**config.mk**
```make
export PLATFORM = sky130hd
export DESIGN_NAME = rx_video_unpack
export DESIGN_NICKNAME = d
export VERILOG_FILES = /design/src/rtl/rx_video_pkg.sv /design/src/rtl/rx_pix_fifo.sv /design/src/rtl/rx_video_unpack.sv
export SDC_FILE = /design/constraint.sdc
export NUM_CORES = 1
export LEC_CHECK = 0
export CAP_MARGIN = 20
export CORE_MARGIN = 4
export CORE_UTILIZATION = 64
export DETAILED_ROUTE_END_ITERATION = 6
export GPL_ROUTABILITY_DRIVEN = 0
export PLACE_DENSITY = 0.94
export SLEW_MARGIN = 20
export SYNTH_ARGS = -nofsm -noshare
export SYNTH_HDL_FRONTEND = slang
export SYNTH_SLANG_ARGS = --single-unit
```
**constraint.sdc**
```tcl
create_clock -name clk -period 9.6 [get_ports clk]
set_clock_uncertainty 0.15 [all_clocks]
set_input_delay 1.44 -clock clk [delete_from_list [all_inputs] [get_ports clk]]
set_output_delay 1.44 -clock clk [all_outputs]
set_load 0.1 [all_outputs]
```
**src/rtl/rx_video_pkg.sv**
```systemverilog
// Shared definitions for the receive-side video reassembler: framing defaults,
// FSM encoding, FIFO entry layout and the RGB444 -> RGB888 expansion.
package rx_video_pkg;

  localparam int H_ACTIVE_DEF = 640;
  localparam int V_ACTIVE_DEF = 480;
  localparam int FIFO_W       = 26;

  typedef enum logic [1:0] {
    WAIT_SYNC = 2'd0,
    RECV      = 2'd1,
    DROP      = 2'd2
  } state_e;

  typedef struct packed {
    logic        tuser;
    logic        tlast;
    logic [23:0] rgb;
  } pix_entry_t;

  // Replicating each nibble maps 0x0 -> 0x00 and 0xF -> 0xFF exactly.
  function automatic logic [23:0] expand_rgb444(input logic [11:0] p);
    return {p[11:8], p[11:8], p[7:4], p[7:4], p[3:0], p[3:0]};
  endfunction

endpackage

```
**src/rtl/rx_pix_fifo.sv**
```systemverilog
// Synchronous FIFO whose head entry sits in a registered read stage; the entry
// being presented stays counted until it is handshaken, so capacity is DEPTH.
module rx_pix_fifo #(
  parameter  int WIDTH = 26,
  parameter  int DEPTH = 16,
  localparam int AW    = $clog2(DEPTH)
) (
  input  logic             clk,
  input  logic             rstn,
  input  logic             wr_en_i,
  input  logic [WIDTH-1:0] wr_data_i,
  output logic             full_o,
  output logic             empty_o,
  output logic [AW:0]      count_o,
  output logic             rd_valid_o,
  input  logic             rd_ready_i,
  output logic [WIDTH-1:0] rd_data_o
);

  localparam logic [AW:0] PTR_ONE = (AW+1)'(1);

  logic [WIDTH-1:0] mem [DEPTH];
  logic [AW:0]      wr_ptr_q, wr_ptr_d;
  logic [AW:0]      rd_ptr_q, rd_ptr_d;
  logic             valid_q, valid_d;
  logic [WIDTH-1:0] data_q;
  logic             push, pop;

  assign count_o = wr_ptr_q - rd_ptr_q;
  assign full_o  = (wr_ptr_q[AW] != rd_ptr_q[AW]) &&
                   (wr_ptr_q[AW-1:0] == rd_ptr_q[AW-1:0]);
  assign empty_o = (wr_ptr_q == rd_ptr_q);
  assign push    = wr_en_i && !full_o;
  assign pop     = valid_q && rd_ready_i;

  // Valid is derived from the post-pop count excluding this cycle's write,
  // which is what gives the one-cycle write-to-valid latency.
  always_comb begin
    wr_ptr_d = push ? wr_ptr_q + PTR_ONE : wr_ptr_q;
    rd_ptr_d = pop  ? rd_ptr_q + PTR_ONE : rd_ptr_q;
    valid_d  = (wr_ptr_q != rd_ptr_d);
  end

  always_ff @(posedge clk) begin
    if (push) begin
      mem[wr_ptr_q[AW-1:0]] <= wr_data_i;
    end
  end

  always_ff @(posedge clk or posedge rstn) begin
    if (rstn) begin
      wr_ptr_q <= '0;
      rd_ptr_q <= '0;
      valid_q  <= 1'b0;
      data_q   <= '0;
    end else begin
      wr_ptr_q <= wr_ptr_d;
      rd_ptr_q <= rd_ptr_d;
      valid_q  <= valid_d;
      data_q   <= mem[rd_ptr_d[AW-1:0]];
    end
  end

  assign rd_valid_o = valid_q;
  assign rd_data_o  = data_q;

endmodule

```
**src/rtl/rx_video_unpack.sv**
```systemverilog
// Rebuilds frame/line framing for received RGB444 pixels and presents them as
// an AXI4-Stream video master with a small backpressure FIFO.
module rx_video_unpack
  import rx_video_pkg::*;
#(
  parameter int H_ACTIVE   = H_ACTIVE_DEF,
  parameter int V_ACTIVE   = V_ACTIVE_DEF,
  parameter int FIFO_DEPTH = 16
) (
  input  logic        clk,
  input  logic        rstn,
  input  logic [11:0] RxData,
  input  logic        RxValid,
  input  logic        FrameSync,
  output logic [23:0] m_axis_video_tdata,
  output logic        m_axis_video_tvalid,
  input  logic        m_axis_video_tready,
  output logic        m_axis_video_tuser,
  output logic        m_axis_video_tlast,
  output logic [15:0] frame_cnt,
  output logic        overflow,
  output logic        short_frame,
  input  logic        clr_status
);

  localparam int          FIFO_AW = $clog2(FIFO_DEPTH);
  localparam logic [9:0]  X_LAST  = 10'(H_ACTIVE - 1);
  localparam logic [8:0]  Y_LAST  = 9'(V_ACTIVE - 1);

  state_e       state_q, state_d, cur_state;
  logic [9:0]   x_q, x_d, cur_x;
  logic [8:0]   y_q, y_d, cur_y;
  logic [15:0]  frame_cnt_q;
  logic         overflow_q, short_frame_q;
  logic         frame_done, set_ovf, set_short;

  logic         wr_en;
  pix_entry_t   wr_entry;
  pix_entry_t   rd_entry;
  logic         fifo_full, fifo_empty, fifo_valid;
  logic [FIFO_AW:0] fifo_count;
  logic         unused_fifo_status;

  // FrameSync is resolved first so a coincident pixel becomes pixel (0,0).
  always_comb begin
    state_d    = state_q;
    x_d        = x_q;
    y_d        = y_q;
    cur_state  = state_q;
    cur_x      = x_q;
    cur_y      = y_q;
    wr_en      = 1'b0;
    wr_entry   = '0;
    frame_done = 1'b0;
    set_ovf    = 1'b0;
    set_short  = 1'b0;

    if (FrameSync) begin
      if (state_q == RECV && (x_q != '0 || y_q != '0)) begin
        set_short = 1'b1;
      end
      cur_state = RECV;
      cur_x     = '0;
      cur_y     = '0;
      state_d   = RECV;
      x_d       = '0;
      y_d       = '0;
    end

    if (cur_state == RECV && RxValid) begin
      if (fifo_full) begin
        set_ovf = 1'b1;
        state_d = DROP;
      end else begin
        wr_en          = 1'b1;
        wr_entry.tuser = (cur_x == '0) && (cur_y == '0);
        wr_entry.tlast = (cur_x == X_LAST);
        wr_entry.rgb   = expand_rgb444(RxData);
        if (cur_x == X_LAST) begin
          x_d = '0;
          if (cur_y == Y_LAST) begin
            y_d        = '0;
            frame_done = 1'b1;
            state_d    = WAIT_SYNC;
          end else begin
            y_d = cur_y + 9'd1;
          end
        end else begin
          x_d = cur_x + 10'd1;
        end
      end
    end
  end

  always_ff @(posedge clk or posedge rstn) begin
    if (rstn) begin
      state_q       <= WAIT_SYNC;
      x_q           <= '0;
      y_q           <= '0;
      frame_cnt_q   <= '0;
      overflow_q    <= 1'b0;
      short_frame_q <= 1'b0;
    end else begin
      state_q <= state_d;
      x_q     <= x_d;
      y_q     <= y_d;
      if (frame_done) begin
        frame_cnt_q <= frame_cnt_q + 16'd1;
      end
      // A set event in the same cycle as clr_status takes priority.
      if (set_ovf) begin
        overflow_q <= 1'b1;
      end else if (clr_status) begin
        overflow_q <= 1'b0;
      end
      if (set_short) begin
        short_frame_q <= 1'b1;
      end else if (clr_status) begin
        short_frame_q <= 1'b0;
      end
    end
  end

  rx_pix_fifo #(
    .WIDTH (FIFO_W),
    .DEPTH (FIFO_DEPTH)
  ) u_fifo (
    .clk        (clk),
    .rstn       (rstn),
    .wr_en_i    (wr_en),
    .wr_data_i  (wr_entry),
    .full_o     (fifo_full),
    .empty_o    (fifo_empty),
    .count_o    (fifo_count),
    .rd_valid_o (fifo_valid),
    .rd_ready_i (m_axis_video_tready),
    .rd_data_o  (rd_entry)
  );

  assign unused_fifo_status = ^{fifo_empty, fifo_count};

  assign m_axis_video_tvalid = fifo_valid;
  assign m_axis_video_tdata  = rd_entry.rgb;
  assign m_axis_video_tuser  = rd_entry.tuser;
  assign m_axis_video_tlast  = rd_entry.tlast;
  assign frame_cnt           = frame_cnt_q;
  assign overflow            = overflow_q;
  assign short_frame         = short_frame_q;

endmodule

```
## Yosys cells after proc, flatten, opt, wreduce, memory -nomap -nowiden

Memory sizes are Yosys's and may differ from the RTL's. A register that Yosys moved wholly into a read port is not among the register bits.
Cells that the tools add are included.

- Logic and storage cells: 68
- Register bits after elaboration: 50
- Memories: 1
- Output and inout port bits: 45
- Input bits: 18
- Bits in writable memories: 416

Memory list:

| name | words | width | read ports | clocked after memory_dff | write ports | RTL line | source |
|---|---|---|---|---|---|---|---|
| u_fifo.mem | 16 | 26 | 1 | 1 | 1 | rx_pix_fifo.sv:22 | `logic [WIDTH-1:0] mem [DEPTH];` |

- Reductions and logical operators: 14
- Multiplexer cells: 32
- Add/sub/neg operators: 5
- Equality and inequality tests: 7

Operator list:

| kind | count |
|---|---|
| 2-to-1 mux 26 bit | 2 |
| 2-to-1 mux 9 bit | 5 |
| 2-to-1 mux 10 bit | 4 |
| adder 16 x 1 -> 16 bit, second input constant | 1 |
| 2-to-1 mux 1 bit | 15 |
| adder 10 x 1 -> 10 bit, second input constant | 1 |
| adder 5 x 1 -> 5 bit, second input constant | 2 |
| == test 10 bit, second input constant | 1 |
| logical NOT 10 bit | 1 |
| 2-to-1 mux 2 bit | 5 |
| nonzero test 10 bit | 1 |
| adder 9 x 1 -> 9 bit, second input constant | 1 |
| == test 9 bit, second input constant | 1 |
| logical NOT 9 bit | 1 |
| nonzero test 9 bit | 1 |
| logical AND 1 bit | 6 |
| 2-to-1 mux 5 bit | 1 |
| inequality test 5 bit | 1 |
| == test 2 x 1 -> 1 bit, second input constant | 2 |
| == test 4 bit | 1 |
| nonzero test 2 bit | 2 |
| logical NOT 1 bit | 1 |
| logical OR 1 bit | 1 |
| inequality test 1 bit | 1 |

## Depth between registers and ports, before layout

Gate-level depths: netlist of the first run.

- Depth in word-level cells: 7
- Depth in mapped cells: 9
- Depth with buffers taken out: 6

## Cells and area by module

A second synthesis of the first run with hierarchy kept.

- Cell total of the unflattened synthesis: 973
- Area, all modules: 19,127.1 µm²

By module, submodules not included:

| module | cells an instance | times used | area an instance (µm²) |
|---|---|---|---|
| rx_pix_fifo | 760 | 1 | 17,052.6 |
| rx_video_unpack | 213 | 1 | 2,074.5 |

## Worst setup path after synthesis of the first run

OpenSTA, ideal clock, no wires.

- Path type: input to register
- Start: in FrameSync
- End: mem u_fifo.mem[0][25] (data pin)
- Data arrival time: 3.695 ns
- Path slack: 5.265 ns
- Data required time: 8.960 ns
- Cell stages on the path: 6
- Cells stage by stage: buf_2 clkinv_1 nand2_1 ha_1 nand2_1 a2111oi_0

- Word-level cells in the longest chain between the ends: 5

RTL lines:

| element | RTL line | source |
|---|---|---|
| start, declared | rx_video_unpack.sv:14 | `input logic FrameSync,` |
| 2-to-1 mux 10 bit / 2-to-1 mux 9 bit (equally long branches) | rx_video_unpack.sv:58 | `if (FrameSync) begin` |
| logical NOT 10 bit / logical NOT 9 bit (equally long branches) | rx_video_unpack.sv:76 | `wr_entry.tuser = (cur_x == '0) && (cur_y == '0);` |
| logical AND 1 bit | rx_video_unpack.sv:76 |  |
| 2-to-1 mux 26 bit | rx_video_unpack.sv:71 | `if (fifo_full) begin` |
| 2-to-1 mux 26 bit (*) | rx_video_unpack.sv:70 | `if (cur_state == RECV && RxValid) begin` |
| via u_fifo.wr_data_i[25] | rx_pix_fifo.sv:11 | `input logic [WIDTH-1:0] wr_data_i,` |
| end, declared | rx_pix_fifo.sv:22 |  |

Mark *: on every way through the listed nets, which the timed path passes. The rest lies on a longest branch.

## Worst setup path in the final report of the first run

- Start: in m_axis_video_tready
- End: reg u_fifo.data_q[24], in the netlist u_fifo.rd_data_o[24] (read register of u_fifo.mem)

- Word-level cells in the longest chain between the ends: 2

RTL lines:

| element | RTL line | source |
|---|---|---|
| start, declared | rx_video_unpack.sv:17 | `input logic m_axis_video_tready,` |
| logical AND 1 bit | rx_pix_fifo.sv:34 | `assign pop = valid_q && rd_ready_i;` |
| 2-to-1 mux 5 bit | rx_pix_fifo.sv:40 | `rd_ptr_d = pop ? rd_ptr_q + PTR_ONE : rd_ptr_q;` |
| end, declared | rx_pix_fifo.sv:26 | `logic [WIDTH-1:0] data_q;` |

Every way passes these cells.
A chain may end at the register's enable or synchronous reset.

==> impl_metrics.yaml, run 1 <==
global_route:
  grt_pass1_wl_microns: 45700
  antenna_found_initial: 0
  grt_use_total: 0.273
  grt_max_degree: 65
  grt-ovfl-total: 0
  grt_pass1_vias: 7876
timing:
  drv_slew: 0
  setup_viol: 0
  tns_ns: 0
  rsz0062_at_grt: "no"
  whs_ns: 0.332
  tightest_slew_ns: 1.17
  hold_viol: 0
  relSlewSlack: 0.222
  period_share: 0.567
  fmax_mhz: 184
  fin_crit_ns: 5.44
drt:
  dr.pass1.iters: 7
  wire_per_inst_microns: 25.7
  vias_per_cell: 7.01
  wirelength_microns: 29700
  drtAntennaViolNets: 0
  drc: 2
  drt_iter0_markers: 1392
  vias: 8102
die:
  dieArea_sq_mm: 0.0215
  die_h_microns: 147
  die_width_microns: 147
  start_util: 0.653
  core_sq_mm: 0.0188
  num_rows: 50
  ioPinCount: 63
min_path:
  hold_path.class: "reg2reg"
clock_tree:
  cts_tree: "yes"
  cts_sinks: 288
  hold_buffers: 0
  cts-resized-gates: 0
  clockBufferDepth: 3
  cts-root-buf: "clkbuf_16"
  clkTransAtPathRegs_ns: 0.06
  post_cts_buffers: 0
  clkLatencyLatePin_ns: 0.54
  cts_buffers: 27
  htree_levels: 1
pwr:
  p_sw_mw: 1.95
  p_int_mw: 2.76
  cellLeakagePower_nw: 4.96
  total_power_mw: 4.71
  pwr-share-clk: 0.229
  power.density_mw_per_mm2: 340
  p_sw_frac: 0.414
  pwr-share-comb: 0.415
  peakVddDrop_uv: 301
  power_frac_seq: 0.356
yosys:
  ys_seq_area_frac: 0.677
  synth_edf_count: 224
  synth_top_family_by_area: "compound AO/OA/AOI/OAI gates"
  synthArstFlopShare: 0.222
  yosys.area_share.simple: 0.0699
  synthFlopType: "edfxtp_1"
  synth-seq-cells: 288
  synthCells: 851
  muxShareOfSynthArea: 0.0481
  ys_types: 51
  synth-compound-area-share: 0.131
  synth_xor_area_frac: 0.0278
  synth_nets: 877
  syn_area_per_cell_sq_um: 14.4
  yosysWarnings: 0
  synthesis.area_sq_mm: 0.0123
  synth_fa_ha_area_frac: 0.00814
critical_path:
  cp_data_required_time_ns: 9.85
  critPathLaunchType: "primary input"
  worstPathMaxFanout: 58
  path_class: "in2reg"
  cp-end-kind: "flip-flop"
  worstPathArrival_ns: 5.69
layout:
  postLayoutCoreUtil: 0.736
  synthToLayoutAreaGrowth_pct: 12.7
  final_cells: 1156
  fillers: 1065
  final_nets: 901
  antennaDiodeCount: 0
  layout-drive-gt1-share: 0.0759
outcome:
  violations: "design-rule violations"
  outcome: "finished, violations left"
place:
  dp.cells: 1106
  port_buffers: 62
  dp_hpwl_microns: 16100
job:
  cap_violations: 0
worst max-delay path, cell delays in order:
cell and delay, ns:
clkdlybuf4s50_1 0.61, a21bo_1 0.16, buf_4 0.51, and2_4 0.99, inv_1 0.56, buf_4 0.44
a21oi_1 0.22, a2111oi_0 0.10, or4_1 0.59
registers in the layout, indices dropped and copies added (netlist names):
| name | count |
|---|---|
| u_fifo.rd_ptr_q | 5 |
| u_fifo.mem | 224 |
| x_q | 10 |
| state_q | 2 |
| y_q | 9 |
| u_fifo.wr_ptr_q | 5 |
| u_fifo.rd_valid_o | 1 |
| short_frame | 1 |
| overflow | 1 |
| u_fifo.rd_data_o | 14 |
| frame_cnt | 16 |
cells in the final DEF (no fill, tap or decap), drive strengths merged, types with 14 or more instances in the layout:
cell type and instances:
and3 19, dfrtp 64, mux2i 58, inv 17, nand3 18, nor2 14, a2111oi 59, edfxtp 224
nand2 25, a32o 56, and2 16, or4 16, clkbuf 36, clkdlybuf4s50 62, xnor2 29, a21oi 62
stage by stage:
step / instance area [sq um] / setup WS [ns]
2_1_floorplan: 12300 / 5.27
3_3_place_gp: 13000 / 3.99
3_5_place_dp: 13000 / 3.79
4_1_cts: 13900 / 4.29
5_1_grt: 13900 / 4.02
6_report: 13900 / 4.16
cell type report:
class                      count  area (sq um)  area share
sequential                   288          8330       0.601
multi-input combinational    466          3550       0.256
timing repair buffer          75           718      0.0518
inverter                      17          63.8     0.00460
clock inverter                14           171      0.0124
clock buffer                  36           709      0.0512
tap                          260           325      0.0235
per-layer routing:
| layer | vias to the layer above | GRT usage | part of all wire |
|---|---|---|---|
| li1 | 3433 | - | - |
| met3 | 111 | 0.0615 | 0.11 |
| met2 | 635 | 0.426 | 0.47 |
| met4 | 0 | 0.112 | 0.043 |
| met5 | - | 0 | 0 |
| met1 | 3923 | 0.377 | 0.37 |
power groups by stage:
stage	combinational (mW)	sequential (mW)	clock, mW
2_1_floorplan	1.23	1.91	0
3_3_place_gp	1.81	1.69	0
3_5_place_dp	1.89	1.70	0
4_1_cts	1.91	1.67	1.08
5_1_grt	2.04	1.69	1.14
6_report	1.95	1.68	1.08
kinds of logic (layout without fill, tap and decap cells):
| family | after synthesis | after routing |
|---|---|---|
| simple gates | 152 | 152 |
| xor+xnor | 39 | 39 |
| mux | 59 | 59 |
| compound gates | 208 | 208 |
| fa+ha+maj | 8 | 8 |
| flops | 288 | 288 |
| buf+inv | 97 | 142 |
synth_stat cells (all sizes together), types with 2 or more instances:
cell,n,area (sq um)
a21bo,2,20.0
xor2,10,87.6
or2,2,12.5
nor3,8,40.0
ha,8,100
o211ai,3,22.5
nand4,10,62.6
buf,35,229
clkbuf,45,169
a21oi,62,310
mux2i,58,581
nand2b,3,18.8
o2111ai,2,17.5
or3,6,37.5
nor2,14,55.1
a32o,56,561
o211a,2,20.0
edfxtp,224,6730
o21ai,10,50.0
inv,16,60.1
nand2,25,93.8
nor2b,4,25.0
dfrtp,64,1600
nor4,6,37.5
a2111oi,59,517
or4,16,120
nand3,18,90.1
xnor2,29,254
a21o,2,15.0
o31ai,2,15.0
and2,16,100
and3,19,119
a211oi,4,30.0
final timing paths:
check / start / slack, ns / cells after the start / endpoint
setup / recovery: m_axis_video_tready / 4.16 / 9 / u_fifo.rd_data_o[24]
hold / removal: frame_cnt[15] / 0.33 / 1 / frame_cnt[15]
setup reg to reg: u_fifo.rd_valid_o / 5.16 / 8 / u_fifo.rd_data_o[24]
hold reg to reg: frame_cnt[15] / 0.33 / 1 / frame_cnt[15]
max in group asynchronous: rstn / 7.35 / 3 / x_q[3]
min in group asynchronous: rstn / 1.35 / 3 / frame_cnt[15]
Power figures use the tool's default switching activity.
==> inputs of run 2 (changes only) <==
CORE_UTILIZATION = 60   (was 64)
PLACE_DENSITY = 0.9   (was 0.94)
clock period = 5.52 ns   (was 9.6 ns; I/O delays follow)
==> run 2 against run 1 <==
Against the previous run:
- the run now ends clean
- flip-flop and latch count unchanged
- final area up 0.36%
- worst setup slack worse by 2.6 ns
- routed wire length up 6.6%
- first-iteration DRC count down 12%
- power up 78%
- largest power group unchanged
==> impl_metrics.yaml, run 2 (same netlist as run 1, synthesis figures left out) <==
die:
  core_sq_mm: 0.0202
  die_h_microns: 151
  num_rows: 52
  dieArea_sq_mm: 0.0228
  ioPinCount: 63
  start_util: 0.610
  die_width_microns: 151
layout:
  largest_reg_flops: 224
  synthToLayoutAreaGrowth_pct: 13.1
  fillers: 1292
  final_cell_mix: "edfxtp_1, dfrtp_1, clkdlybuf4s50_1, a21oi_1, mux2i_1"
  final_common_cell: "edfxtp_1"
  antennaDiodeCount: 0
  final_nets: 902
  layout-drive-gt1-share: 0.0769
global_route:
  antenna_found_initial: 0
  grt_use_total: 0.281
  grt-ovfl-total: 0
  grt_pass1_vias: 8077
  grt_pass1_wl_microns: 48300
  grt_max_degree: 57
timing:
  setup_viol: 0
  tns_ns: 0
  whs_ns: 0.352
  fmax_mhz: 255
  period_share: 0.710
  fin_crit_ns: 3.92
  relSlewSlack: 0.250
  drv_slew: 0
  tightest_slew_ns: 1.10
  hold_viol: 0
  rsz0062_at_grt: "no"
job:
  cap_violations: 0
place:
  port_buffers: 62
  dp_hpwl_microns: 19000
drt:
  wirelength_microns: 31600
  drtAntennaViolNets: 0
  wl_met1_microns: 11000
  drc: 0
  met2_length_microns: 14700
  top_layer: "met4"
  wl_met3_microns: 4040
  drt_iter0_markers: 1227
  vias_per_cell: 7.06
  dr.pass1.iters: 6
  wire_per_inst_microns: 27.1
  vias: 8244
clock_tree:
  htree_levels: 1
  cts-resized-gates: 0
  clkTransAtPathRegs_ns: 0.07
  hold_buffers: 0
  clkLatencyLatePin_ns: 0.54
  cts_sinks: 288
  cts_buffers: 27
  cts_tree: "yes"
  post_cts_buffers: 0
  cts-root-buf: "clkbuf_16"
  clockBufferDepth: 3
critical_path:
  critPathLaunchType: "primary input"
  worst_path_largest_cell_delay_ns: 0.88
  reg2reg_depth: 7
  worstPathArrival_ns: 4.24
  cp_data_required_time_ns: 5.84
  reg2reg_to: "u_fifo.rd_data_o[12]"
  slowest_stage: "a2111oi_0"
  r2r_start: "u_fifo.rd_ptr_q[0]"
  cp-end-kind: "flip-flop"
  path_class: "in2reg"
  worstPathMaxFanout: 43
  crit_chain: "clkdlybuf4s50_1 > nand3b_1 > and2_4 > inv_1 > buf_4 > a21oi_1 > a2111oi_0 > or4_1"
  startpoint: "m_axis_video_tready"
  rrSetupSlack_ns: 1.99
min_path:
  whs_path_depth: 1
  hold_path.class: "reg2reg"
  min_from: "state_q[0]"
  hold_end: "state_q[0]"
outcome:
  outcome: "completed"
pwr:
  peakVddDrop_uv: 379
  power.density_mw_per_mm2: 603
  cellLeakagePower_nw: 4.98
  total_power_mw: 8.39
## run 2: power by group
group	switching (mW)	total [mW]	leakage, nW	internal [mW]
clock	0.783	1.87	0.441	1.09
combinational	2.61	3.60	1.64	0.986
sequential	0.196	2.93	2.90	2.73
total	3.59	8.39	4.98	4.81
## run 2: stage by stage
| stage | util | worst slack [ns] | area [sq um] | instances |
|---|---|---|---|---|
| 6_report | 0.690 | 1.60 | 13900 | 1167 |
| 5_1_grt | 0.690 | 1.58 | 13900 | 1167 |
| 4_1_cts | 0.690 | 1.73 | 13900 | 1167 |
| 3_5_place_dp | 0.645 | 1.24 | 13000 | 1117 |
| 3_3_place_gp | 0.645 | 1.36 | 13000 | 1117 |
| 2_1_floorplan | - | 1.80 | 12300 | 851 |
## run 2: worst max path at each step
stage                                 to  slack, ns  depth (start not counted)
finish              u_fifo.rd_data_o[12]       1.60                          8
global route        u_fifo.rd_data_o[25]       1.58                          8
CTS                 u_fifo.rd_data_o[12]       1.73                          8
detailed placement  u_fifo.rd_data_o[20]       1.24                          7
global placement    u_fifo.rd_data_o[20]       1.36                          7
floorplan              u_fifo.mem[0][25]       1.80                          6
## run 2: layout make-up
class                   instances  area (sq um)  share of cell area
repair buffers                 76           738              0.0531
inverters                      17          63.8             0.00459
flip-flops and latches        288          8330               0.599
well taps                     270           338              0.0243
clock buffers                  42           793              0.0570
multi-input cells             466          3550               0.255
clock inverters                 8           105             0.00755
## run 2: worst max-delay path, delay by kind of cell
kind | cells | cell delay, ns
compound gates | 2 | 1.04
buf+inv | 3 | 1.60
simple gates | 3 | 0.74
## run 2: layer usage
metal | vias to the layer above | GRT usage
met5 | - | 0
met4 | 0 | 0.143
met3 | 148 | 0.0727
met2 | 660 | 0.434
met1 | 4005 | 0.373
li1 | 3431 | -
